==> src/rtl/alignment_traceback.sv <==
// Needleman-Wunsch traceback walker: re-derives the alignment path from a stored score matrix,
// one neighbour read at a time, and streams the operations from the (N,M) corner back to (0,0).
module alignment_traceback #(
    parameter int N = 29,
    parameter int M = 29,
    parameter int W = 32,
    parameter int SW = 8,
    parameter logic signed [W-1:0] MATCH = 1,
    parameter logic signed [W-1:0] MISMATCH = 0,
    parameter logic signed [W-1:0] GAP = 0
) (
    input  logic              clk,
    input  logic              reset,
    input  logic              start,
    input  logic [N*SW-1:0]   seq_a,
    input  logic [M*SW-1:0]   seq_b,
    output logic              rd_en,
    output logic [$clog2(N+1)-1:0] rd_i,
    output logic [$clog2(M+1)-1:0] rd_j,
    input  logic [W-1:0]      rd_data,
    output logic              op_valid,
    input  logic              op_ready,
    output logic [1:0]        op_code,
    output logic              op_last,
    output logic [6:0]        path_len,
    output logic              finish,
    output logic              err
);

    localparam int IW = $clog2(N+1);
    localparam int JW = $clog2(M+1);

    localparam logic [2:0] IDLE    = 3'd0;
    localparam logic [2:0] RD_CUR  = 3'd1;
    localparam logic [2:0] RD_DIAG = 3'd2;
    localparam logic [2:0] RD_UP   = 3'd3;
    localparam logic [2:0] RD_LEFT = 3'd4;
    localparam logic [2:0] EMIT    = 3'd5;
    localparam logic [2:0] DONE    = 3'd6;

    localparam logic [1:0] OP_MATCH    = 2'b00;
    localparam logic [1:0] OP_MISMATCH = 2'b01;
    localparam logic [1:0] OP_DEL      = 2'b10;
    localparam logic [1:0] OP_INS      = 2'b11;

    logic [2:0]      state_q, state_d;
    logic            phase_q, phase_d;
    logic [IW-1:0]   i_q, i_d, ni, tgt_i;
    logic [JW-1:0]   j_q, j_d, nj, tgt_j;
    logic [W-1:0]    hcur_q, hcur_d, hnb_q, hnb_d;
    logic [1:0]      op_q, op_d, arr_op;
    logic [6:0]      len_q, len_d;
    logic            err_q, err_d;
    logic [N*SW-1:0] a_q, a_d;
    logic [M*SW-1:0] b_q, b_d;
    logic [SW-1:0]   sym_a, sym_b;
    logic            sym_eq, last_move;
    logic [2:0]      arr_state;
    logic [W-1:0]    diag_sum, gap_sum;

    always_comb begin
        sym_a = '0;
        for (int k = 1; k <= N; k++) begin
            if (i_q == IW'(k)) sym_a = a_q[k*SW-1 -: SW];
        end
        sym_b = '0;
        for (int k = 1; k <= M; k++) begin
            if (j_q == JW'(k)) sym_b = b_q[k*SW-1 -: SW];
        end
    end

    assign sym_eq   = (sym_a == sym_b);
    assign diag_sum = rd_data + (sym_eq ? MATCH : MISMATCH);
    assign gap_sum  = rd_data + GAP;

    // Position reached once the pending op is accepted.
    always_comb begin
        ni = i_q;
        nj = j_q;
        unique case (op_q)
            OP_MATCH, OP_MISMATCH: begin
                ni = i_q - IW'(1);
                nj = j_q - JW'(1);
            end
            OP_DEL: ni = i_q - IW'(1);
            OP_INS: nj = j_q - JW'(1);
        endcase
    end

    assign last_move = (ni == '0) && (nj == '0);

    // What to do on arriving at a cell: finish, walk a matrix edge without reading, or test.
    always_comb begin
        tgt_i     = (state_q == EMIT) ? ni : i_q;
        tgt_j     = (state_q == EMIT) ? nj : j_q;
        arr_state = RD_DIAG;
        arr_op    = op_q;
        if (tgt_i == '0 && tgt_j == '0) begin
            arr_state = DONE;
        end else if (tgt_i == '0) begin
            arr_state = EMIT;
            arr_op    = OP_INS;
        end else if (tgt_j == '0) begin
            arr_state = EMIT;
            arr_op    = OP_DEL;
        end
    end

    always_comb begin
        state_d = state_q;
        phase_d = phase_q;
        i_d     = i_q;
        j_d     = j_q;
        hcur_d  = hcur_q;
        hnb_d   = hnb_q;
        op_d    = op_q;
        len_d   = len_q;
        err_d   = err_q;
        a_d     = a_q;
        b_d     = b_q;
        rd_en   = 1'b0;
        rd_i    = '0;
        rd_j    = '0;
        case (state_q)
            IDLE, DONE: begin
                if (start) begin
                    a_d     = seq_a;
                    b_d     = seq_b;
                    i_d     = IW'(N);
                    j_d     = JW'(M);
                    len_d   = '0;
                    err_d   = 1'b0;
                    phase_d = 1'b0;
                    state_d = RD_CUR;
                end
            end
            RD_CUR: begin
                if (!phase_q) begin
                    rd_en   = 1'b1;
                    rd_i    = i_q;
                    rd_j    = j_q;
                    phase_d = 1'b1;
                end else begin
                    hcur_d  = rd_data;
                    phase_d = 1'b0;
                    state_d = arr_state;
                    op_d    = arr_op;
                end
            end
            RD_DIAG: begin
                if (!phase_q) begin
                    rd_en   = 1'b1;
                    rd_i    = i_q - IW'(1);
                    rd_j    = j_q - JW'(1);
                    phase_d = 1'b1;
                end else begin
                    phase_d = 1'b0;
                    if (hcur_q == diag_sum) begin
                        op_d    = sym_eq ? OP_MATCH : OP_MISMATCH;
                        hnb_d   = rd_data;
                        state_d = EMIT;
                    end else begin
                        state_d = RD_UP;
                    end
                end
            end
            RD_UP: begin
                if (!phase_q) begin
                    rd_en   = 1'b1;
                    rd_i    = i_q - IW'(1);
                    rd_j    = j_q;
                    phase_d = 1'b1;
                end else begin
                    phase_d = 1'b0;
                    if (hcur_q == gap_sum) begin
                        op_d    = OP_DEL;
                        hnb_d   = rd_data;
                        state_d = EMIT;
                    end else begin
                        state_d = RD_LEFT;
                    end
                end
            end
            RD_LEFT: begin
                if (!phase_q) begin
                    rd_en   = 1'b1;
                    rd_i    = i_q;
                    rd_j    = j_q - JW'(1);
                    phase_d = 1'b1;
                end else begin
                    phase_d = 1'b0;
                    if (hcur_q == gap_sum) begin
                        op_d    = OP_INS;
                        hnb_d   = rd_data;
                        state_d = EMIT;
                    end else begin
                        err_d   = 1'b1;
                        state_d = DONE;
                    end
                end
            end
            EMIT: begin
                if (op_ready) begin
                    i_d     = ni;
                    j_d     = nj;
                    len_d   = len_q + 7'd1;
                    hcur_d  = hnb_q;
                    phase_d = 1'b0;
                    state_d = arr_state;
                    op_d    = arr_op;
                end
            end
            default: state_d = IDLE;
        endcase
    end

    always_ff @(posedge clk) begin
        if (reset) begin
            state_q <= IDLE;
            phase_q <= 1'b0;
            i_q     <= '0;
            j_q     <= '0;
            hcur_q  <= '0;
            hnb_q   <= '0;
            op_q    <= OP_MATCH;
            len_q   <= '0;
            err_q   <= 1'b0;
            a_q     <= '0;
            b_q     <= '0;
        end else begin
            state_q <= state_d;
            phase_q <= phase_d;
            i_q     <= i_d;
            j_q     <= j_d;
            hcur_q  <= hcur_d;
            hnb_q   <= hnb_d;
            op_q    <= op_d;
            len_q   <= len_d;
            err_q   <= err_d;
            a_q     <= a_d;
            b_q     <= b_d;
        end
    end

    assign op_valid = (state_q == EMIT);
    assign op_code  = op_q;
    assign op_last  = op_valid && last_move;
    assign path_len = len_q;
    assign finish   = (state_q == DONE);
    assign err      = err_q;

endmodule

==> config.mk <==
export PLATFORM = sky130hd
export DESIGN_NAME = alignment_traceback
export DESIGN_NICKNAME = d
export VERILOG_FILES = /design/src/rtl/alignment_traceback.sv
export SDC_FILE = /design/constraint.sdc
export NUM_CORES = 2
export LEC_CHECK = 0
export ABC_AREA = 1
export CAP_MARGIN = 15
export CORE_ASPECT_RATIO = 0.6
export CORE_UTILIZATION = 39
export DETAILED_ROUTE_END_ITERATION = 7
export GPL_TIMING_DRIVEN = 0
export HOLD_SLACK_MARGIN = 0.03
export RECOVER_POWER = 50
export SKIP_LAST_GASP = 1
export SLEW_MARGIN = 20
export SYNTH_ARGS = -nofsm -noshare
export SYNTH_HDL_FRONTEND = slang
export SYNTH_SLANG_ARGS = --single-unit
==> constraint.sdc <==
create_clock -name clk -period 6.32 [get_ports clk]
set_clock_uncertainty 0.05 [all_clocks]
set_input_delay 0.948 -clock clk [delete_from_list [all_inputs] [get_ports clk]]
set_output_delay 0.948 -clock clk [all_outputs]
set_load 0.005 [all_outputs]
# ---- Word level (Yosys, flattened, before mapping)
# Index checks and enable logic that the tools add are counted.
dict set report op_classes {
  n_addsub 4
  mul 0
  div_mod_pow 0
  n_lt_le_gt_ge 0
  n_eq_ne 82
  n_shift 0
  mux 119
  n_bitwise 0
  n_reduce_logical 32
}
# operator n
set op_table {}
lappend op_table {{8-bit 2-to-1 mux} 58}
lappend op_table {{32-bit 2-to-1 mux} 6}
lappend op_table {{5-bit == test (second input constant)} 28}
lappend op_table {{32-bit case mux with 2 select lines} 2}
lappend op_table {{5-bit by 4-bit == test with 1-bit output (second input constant)} 16}
lappend op_table {{32-bit == test} 2}
lappend op_table {{5-bit 2-to-1 mux} 11}
lappend op_table {{5-bit by 3-bit == test with 1-bit output (second input constant)} 8}
lappend op_table {{5-bit case mux with 2 select lines} 4}
lappend op_table {{32-bit by 1-bit adder with 32-bit output} 1}
lappend op_table {{3-bit 2-to-1 mux} 10}
lappend op_table {{2-bit 2-to-1 mux} 12}
lappend op_table {{5-bit by 2-bit == test with 1-bit output (second input constant)} 4}
lappend op_table {{5-bit logical NOT} 4}
lappend op_table {{2-bit != test (second input constant)} 9}
lappend op_table {{3-bit case mux with 6 select lines} 1}
lappend op_table {{7-bit 2-to-1 mux} 2}
lappend op_table {{7-bit case mux with 2 select lines} 1}
lappend op_table {{2-bit OR reduction} 6}
lappend op_table {{5-bit by 1-bit == test with 1-bit output (second input constant)} 2}
lappend op_table {{2-bit case mux with 5 select lines} 1}
lappend op_table {{5-bit by 1-bit subtractor with 5-bit output (second input constant)} 2}
lappend op_table {{3-bit == test (second input constant)} 3}
lappend op_table {{1-bit 2-to-1 mux} 9}
lappend op_table {{23 further kinds} 35}
dict set report word_totals {
  reg_bits 552
  latch_bits 0
  ramBits 0
  romBits 0
  output_inout_bits 24
  wordCells 248
  mem_count 0
}

# ---- Longest topological paths before layout
dict set report logic_depth {
  word_depth 37
  mapped_depth 65
  ltp_nobuf 64
}

# ---- Worst setup path after synthesis
# OpenSTA, ideal clock, no wires.
dict set report synth_path {
  path_type {register -> register}
  startpoint {reg i_q[0]}
  endpoint {reg hnb_q[18]}
  setup_time_ns 0.113
  t_arrival_ns 5.641
  required_time_ns 6.157
  setup_slack_ns 0.516
  stages_incl_launch_ff 61
  path_buffers 2
  synth_period_minus_slack_ns 5.804
  cell_sequence {dfxtp_1 inv_1 ha_1 nand2_1 nor2_4 inv_2 buf_4 o21ai_1 inv_1 nand2_1 nand3_1 nand2_1 nand2_1 nand2_1 nand2_1 nand2_1 nand2_1 nand2_1 (+25 left out) nor2_2 nand3_2 nand3b_4 nor2_2 nand4_1 nor3_1 o21ai_1 a21oi_1 nand4_1 a2111oi_1 nand3b_1 nor3b_2 nand4_1 nand2_2 nand2_2 buf_2 o21ai_1 nor2_1}
}
dict set report synth_between {
  elab_chain_cells 36
}
# element line
set synth_lines {}
lappend synth_lines {{start: declaration} 48} ;# logic [IW-1:0] i_q, i_d, ni, tgt_i;
lappend synth_lines {{start signal: assignment} 233} ;# i_q <= i_d;
lappend synth_lines {{5-bit by 1-bit == test with 1-bit output} 64} ;# if (i_q == IW'(k)) sym_a = a_q[k*SW-1 -: SW];
lappend synth_lines {{8-bit 2-to-1 mux (28 in series)} 64}
lappend synth_lines {{8-bit 2-to-1 mux (*)} 64}
lappend synth_lines {{8-bit == test (*)} 72} ;# assign sym_eq = (sym_a == sym_b);
lappend synth_lines {{1-bit 2-to-1 mux (*)} 73} ;# assign diag_sum = rd_data + (sym_eq ? MATCH : MISMATCH);
lappend synth_lines {{32-bit by 1-bit adder with 32-bit output (*)} 73}
lappend synth_lines {{32-bit == test (*)} 158} ;# if (hcur_q == diag_sum) begin
lappend synth_lines {{2-bit != test (no line) (*)} --}
lappend synth_lines {{5-bit AND reduction (no line) (*)} --}
lappend synth_lines {{end signal: assignment} 236} ;# hnb_q <= hnb_d;
lappend synth_lines {{end: declaration} 50} ;# logic [W-1:0] hcur_q, hcur_d, hnb_q, hnb_d;
# Every way passes the cells marked *; elsewhere a longest branch is shown, timed or not.
# A chain may end at the register's enable or synchronous reset.

# ---- Final worst setup path
dict set report layout_path {
  startpoint {reg j_q[0]}
  endpoint {reg hnb_q[4]}
}
dict set report layout_between {
  elab_chain_cells 36
}
# element line
set layout_lines {}
lappend layout_lines {{start: declaration} 49} ;# logic [JW-1:0] j_q, j_d, nj, tgt_j;
lappend layout_lines {{start signal: assignment} 234} ;# j_q <= j_d;
lappend layout_lines {{5-bit by 1-bit == test with 1-bit output} 68} ;# if (j_q == JW'(k)) sym_b = b_q[k*SW-1 -: SW];
lappend layout_lines {{8-bit 2-to-1 mux (28 in series)} 68}
lappend layout_lines {{8-bit 2-to-1 mux (*)} 68}
lappend layout_lines {{8-bit == test (*)} 72}
lappend layout_lines {{1-bit 2-to-1 mux (*)} 73}
lappend layout_lines {{32-bit by 1-bit adder with 32-bit output (*)} 73}
lappend layout_lines {{32-bit == test (*)} 158}
lappend layout_lines {{2-bit != test (no line) (*)} --}
lappend layout_lines {{5-bit AND reduction (no line) (*)} --}
# Marked as above.

==> results.md <==
* H-tree depth at 2
* Switching share of total power at 0.475
* Clock Root Buffer: clkbuf_16
* Final period util at 1.11
* Maximum VDD drop at 235 uV
* Net Sw Power at 8.91 mW
* Static Leak at 16.2 nW
* Post-route ant nets at 0
* Row count at 74
* Vias after detailed routing at 29200
* Final setup viols at 36
* Max Root-Sink Buffers at 3
* CTS tree: built
* Slew at the pin with the worst max-slew slack at 1.19 ns
* Wirelength, routed at 106000 um
* Pint at 9.87 mW
* DP Wirelength at 81800 um
* Clk Latency, worst-skew pair at 0.63 ns
* FFs w/ async S/R, synth at 0
* Remaining global-route overflow at 0
* Synth Flop Type: dfxtp_1
* First-pass GRT wire length at 158000 um
* Worst slew margin relative to its limit at 0.203
* Library cells used by synthesis at 56
* Initial DRT Pass Iterations at 6
* Hold Path Origin: b_q[26]$_SDFFE_PP0P_
* Critical Path RT at 6.81 ns
* Status: finished with violations
* Yosys top cell area share at 0.403
* Reg2reg setup slack at -0.67 ns
* TritonCTS buffer count at 54
* Vias in the first global route at 27100
* Seq pwr share at 0.290
* Syn nets at 4776
* Post-layout util at 0.543
* Crit-path most repeated cell: nand2_1
* Share of cells above drive strength 1 at 0.107
* CP max stage cell: a2111oi_0
* Crit path largest cell delay at 0.73 ns
* Synthesis-to-layout area growth at 36.4%
* YS warnings at 0
* Max Slew Vio Count at 0
* Final worst slack at -0.665 ns
* Worst hold stages at 2
* DR vias/cell at 4.98
* Final nets at 5417
* Number of antenna violations at the first check in global routing at 14
* Max frequency at 143 MHz
* Top post-synthesis cells by area: dfxtp_1 40%, nor2_1 15%, nand2_1 13%, o21ai_0 11%, inv_1 4.2%
* Clock power frac at 0.184
* Final worst path period need at 6.99 ns
* Max cap viols at 0
* Core area at 68800 um^2
* Reg2reg end: hnb_q[4]$_SDFFE_PP0P_
* # DRC at 0
* Tot Pwr at 18.8 mW
* Clk slew on worst S/H paths at 0.06 ns
* CTS sink cnt at 552
* IO Pins at 524
* Post-Syn Area at 27400 um^2
* Mean routed wirelength per cell at 18.0 um
* R2R cell count at 62
* Starting density of the core at 0.398
* Critical Path AT at 7.48 ns
* Crit Path Category: flop to flop
* Post-synthesis cell count at 4261
* Mapped Avg Cell Area at 6.43 um^2
* Die span in y at 207 um
* FF/Latch Area at 11100 um^2
* Post-CTS Hold Buffers at 0
* Worst Setup Start Kind: flop
* Setup TNS at -22.32 ns
* DR iter-0 viols at 2635
* Placer Congestion at 0.952
* Total Routing Usage GR at 0.286
* Largest net degree at the start of global routing at 15
* Unrepaired setup endpoints after global routing: true
* Reg2reg start: j_q[0]$_SDFFE_PP0P_
* Fin. Hold Viols at 0
* Min-Delay Endpoint: b_q[26]$_SDFFE_PP0P_
* Buffers added on ports at 518
* Combinational power share at 0.525
* Worst Hold Class: flop to flop
* #FFs+latches synth at 552
* DIE AREA at 71400 um^2
* Area of the multi-input gates at 15100 um^2
* Crit-path max FO at 5
* Pwr/cell area at 503 nW/um^2
* Fill cells at 6944
* Sequential area share after synthesis at 0.403
* Violated checks: negative setup slack
* Number of synthesized flops with an enable pin at 0
* Chip Width at 344 um
* Setup crit end kind: flop
* Dominant cell type by area after synthesis: dfxtp_1
-- cell type report --
| cell class | count | area share |
|---|---|---|
| Sequential cell | 552 | 0.296 |
| Tap cell | 912 | 0.0305 |
| Timing Repair Buffer | 586 | 0.156 |
| Inverter | 345 | 0.0361 |
| Clock inverter | 9 | 0.00341 |
| Multi-Input combinational cell | 3145 | 0.405 |
| Antenna cell | 13 | 0.000870 |
| Buffer | 218 | 0.0255 |
| Clock buffer | 85 | 0.0466 |
-- critical path, delay by kind of cell (launching register included) --
family | cells | cell delay (ns)
fa+ha+maj | 3 | 0.51
simple gates | 43 | 3.63
xor+xnor | 1 | 0.16
compound gates | 4 | 1.06
flops | 1 | 0.38
buf+inv | 11 | 1.11
-- how the worst max path moves through the flow --
stage | from | depth (start not counted) | endpoint | slack, ns
2_1_floorplan | i_q[0]$_SDFFE_PP0P_ | 60 | hnb_q[18]$_SDFFE_PP0P_ | 0.52
4_1_cts | j_q[0]$_SDFFE_PP0P_ | 68 | hnb_q[13]$_SDFFE_PP0P_ | -0.75
6_report | j_q[0]$_SDFFE_PP0P_ | 62 | hnb_q[4]$_SDFFE_PP0P_ | -0.67
3_5_place_dp | i_q[0]$_SDFFE_PP0P_ | 61 | hnb_q[21]$_SDFFE_PP0P_ | -2.00
3_3_place_gp | i_q[0]$_SDFFE_PP0P_ | 61 | hnb_q[22]$_SDFFE_PP0P_ | -2.07
5_1_grt | i_q[4]$_SDFFE_PP0P_ | 65 | hnb_q[5]$_SDFFE_PP0P_ | -1.15
-- power by group through the flow --
stage / clock network (mW) / logic [mW] / registers (mW)
after CTS: 3.50 / 9.29 / 5.42
after detailed placement: 0 / 8.86 / 5.46
final: 3.46 / 9.87 / 5.45
after global routing: 3.64 / 11.0 / 5.58
after global placement: 0 / 8.79 / 5.46
after floorplan: 0 / 5.76 / 5.25
-- logic make-up (layout without fill, tap and decap cells) --
logic type	after synthesis	count (layout)	synth area share
AOI/OAI and AO/OA	806	806	0.153
xor gates and xnor gates	60	60	0.0192
adders and majority gates	15	15	0.00685
buffers and inverters	565	1243	0.0809
DFF	552	552	0.403
other	0	13	0
and+or+nand+nor	2263	2264	0.337
-- layout by cell type, fill, tap and decap left out, drive strengths merged, types with 3 or more instances in the layout --
cell	netlist	final
dfxtp	552	552
bufinv	0	3
a21oi	97	97
ha	15	15
o21ai	646	646
clkinv	6	12
nor2	1101	1101
nand3	104	104
nor4	7	7
or2	62	62
diode	0	13
xor2	34	34
dlygate4sd3	0	23
nand4	17	17
nand2	928	929
clkdlybuf4s50	0	495
nand3b	6	6
clkbuf	195	280
nor3b	5	5
a221oi	4	4
o31ai	5	5
nor3	32	32
xnor2	26	26
inv	339	339
a31oi	36	36
buf	25	91
-- registers in the layout, summed over array words and instances (netlist names) --
| register | cells |
|---|---|
| a_q | 232 |
| b_q | 232 |
| hcur_q | 32 |
| hnb_q | 32 |
| path_len | 7 |
| i_q | 5 |
| j_q | 5 |
| state_q | 3 |
| op_code | 2 |
| err | 1 |
| phase_q | 1 |
-- timing repair --
item | 4_1_cts | 5_1_grt
buffers inserted | 48 | 20
resized for setup | 148 | 174
gates cloned | 2 | 0
pin swaps | 66 | 101
endpoints found under the setup margin | 36 | 36
-- routing by layer --
metal  GRT usage  wire length (um)
met5           0                 0
met4      0.0714              2080
met3      0.0507              8110
met2       0.391             41700
met1       0.450             53900
-- stage by stage --
stage	instance area (um^2)	hold WS, ns	instances	setup WS (ns)
finish	37400	0.403	5865	-0.665
global placement	33700	0.392	5691	-2.07
global route	37400	0.446	5863	-1.15
floorplan	27400	0.375	4261	0.516
detailed placement	33700	0.393	5691	-2.00
CTS	36600	0.402	5834	-0.751
-- synthesized netlist by cell type, types with 3 or more instances --
cell      instances
nand3_1         101
nand2_4           5
xor2_1           34
nor2_2           13
or2_1            10
buf_6             6
nor2_8            3
a221oi_1          4
nor3b_1           4
nand3_2           3
clkinv_1          5
a31oi_1          36
clkbuf_1        195
buf_4             6
nand4_1          17
xnor2_1          26
o21ai_0         597
nor3_2            6
nand3b_1          5
ha_1             15
buf_2            13
nand2_2           8
a21oi_2           9
nor2_4           11
inv_1           304
nor2_1         1074
nor4_1            6
o31ai_1           5
o21ai_1          49
nor3_1           25
inv_2            31
nand2_1         915
dfxtp_1         552
or2_0             8
inv_4             4
or2_2            44
a21oi_1          88
(Power assumes the default switching activity.)
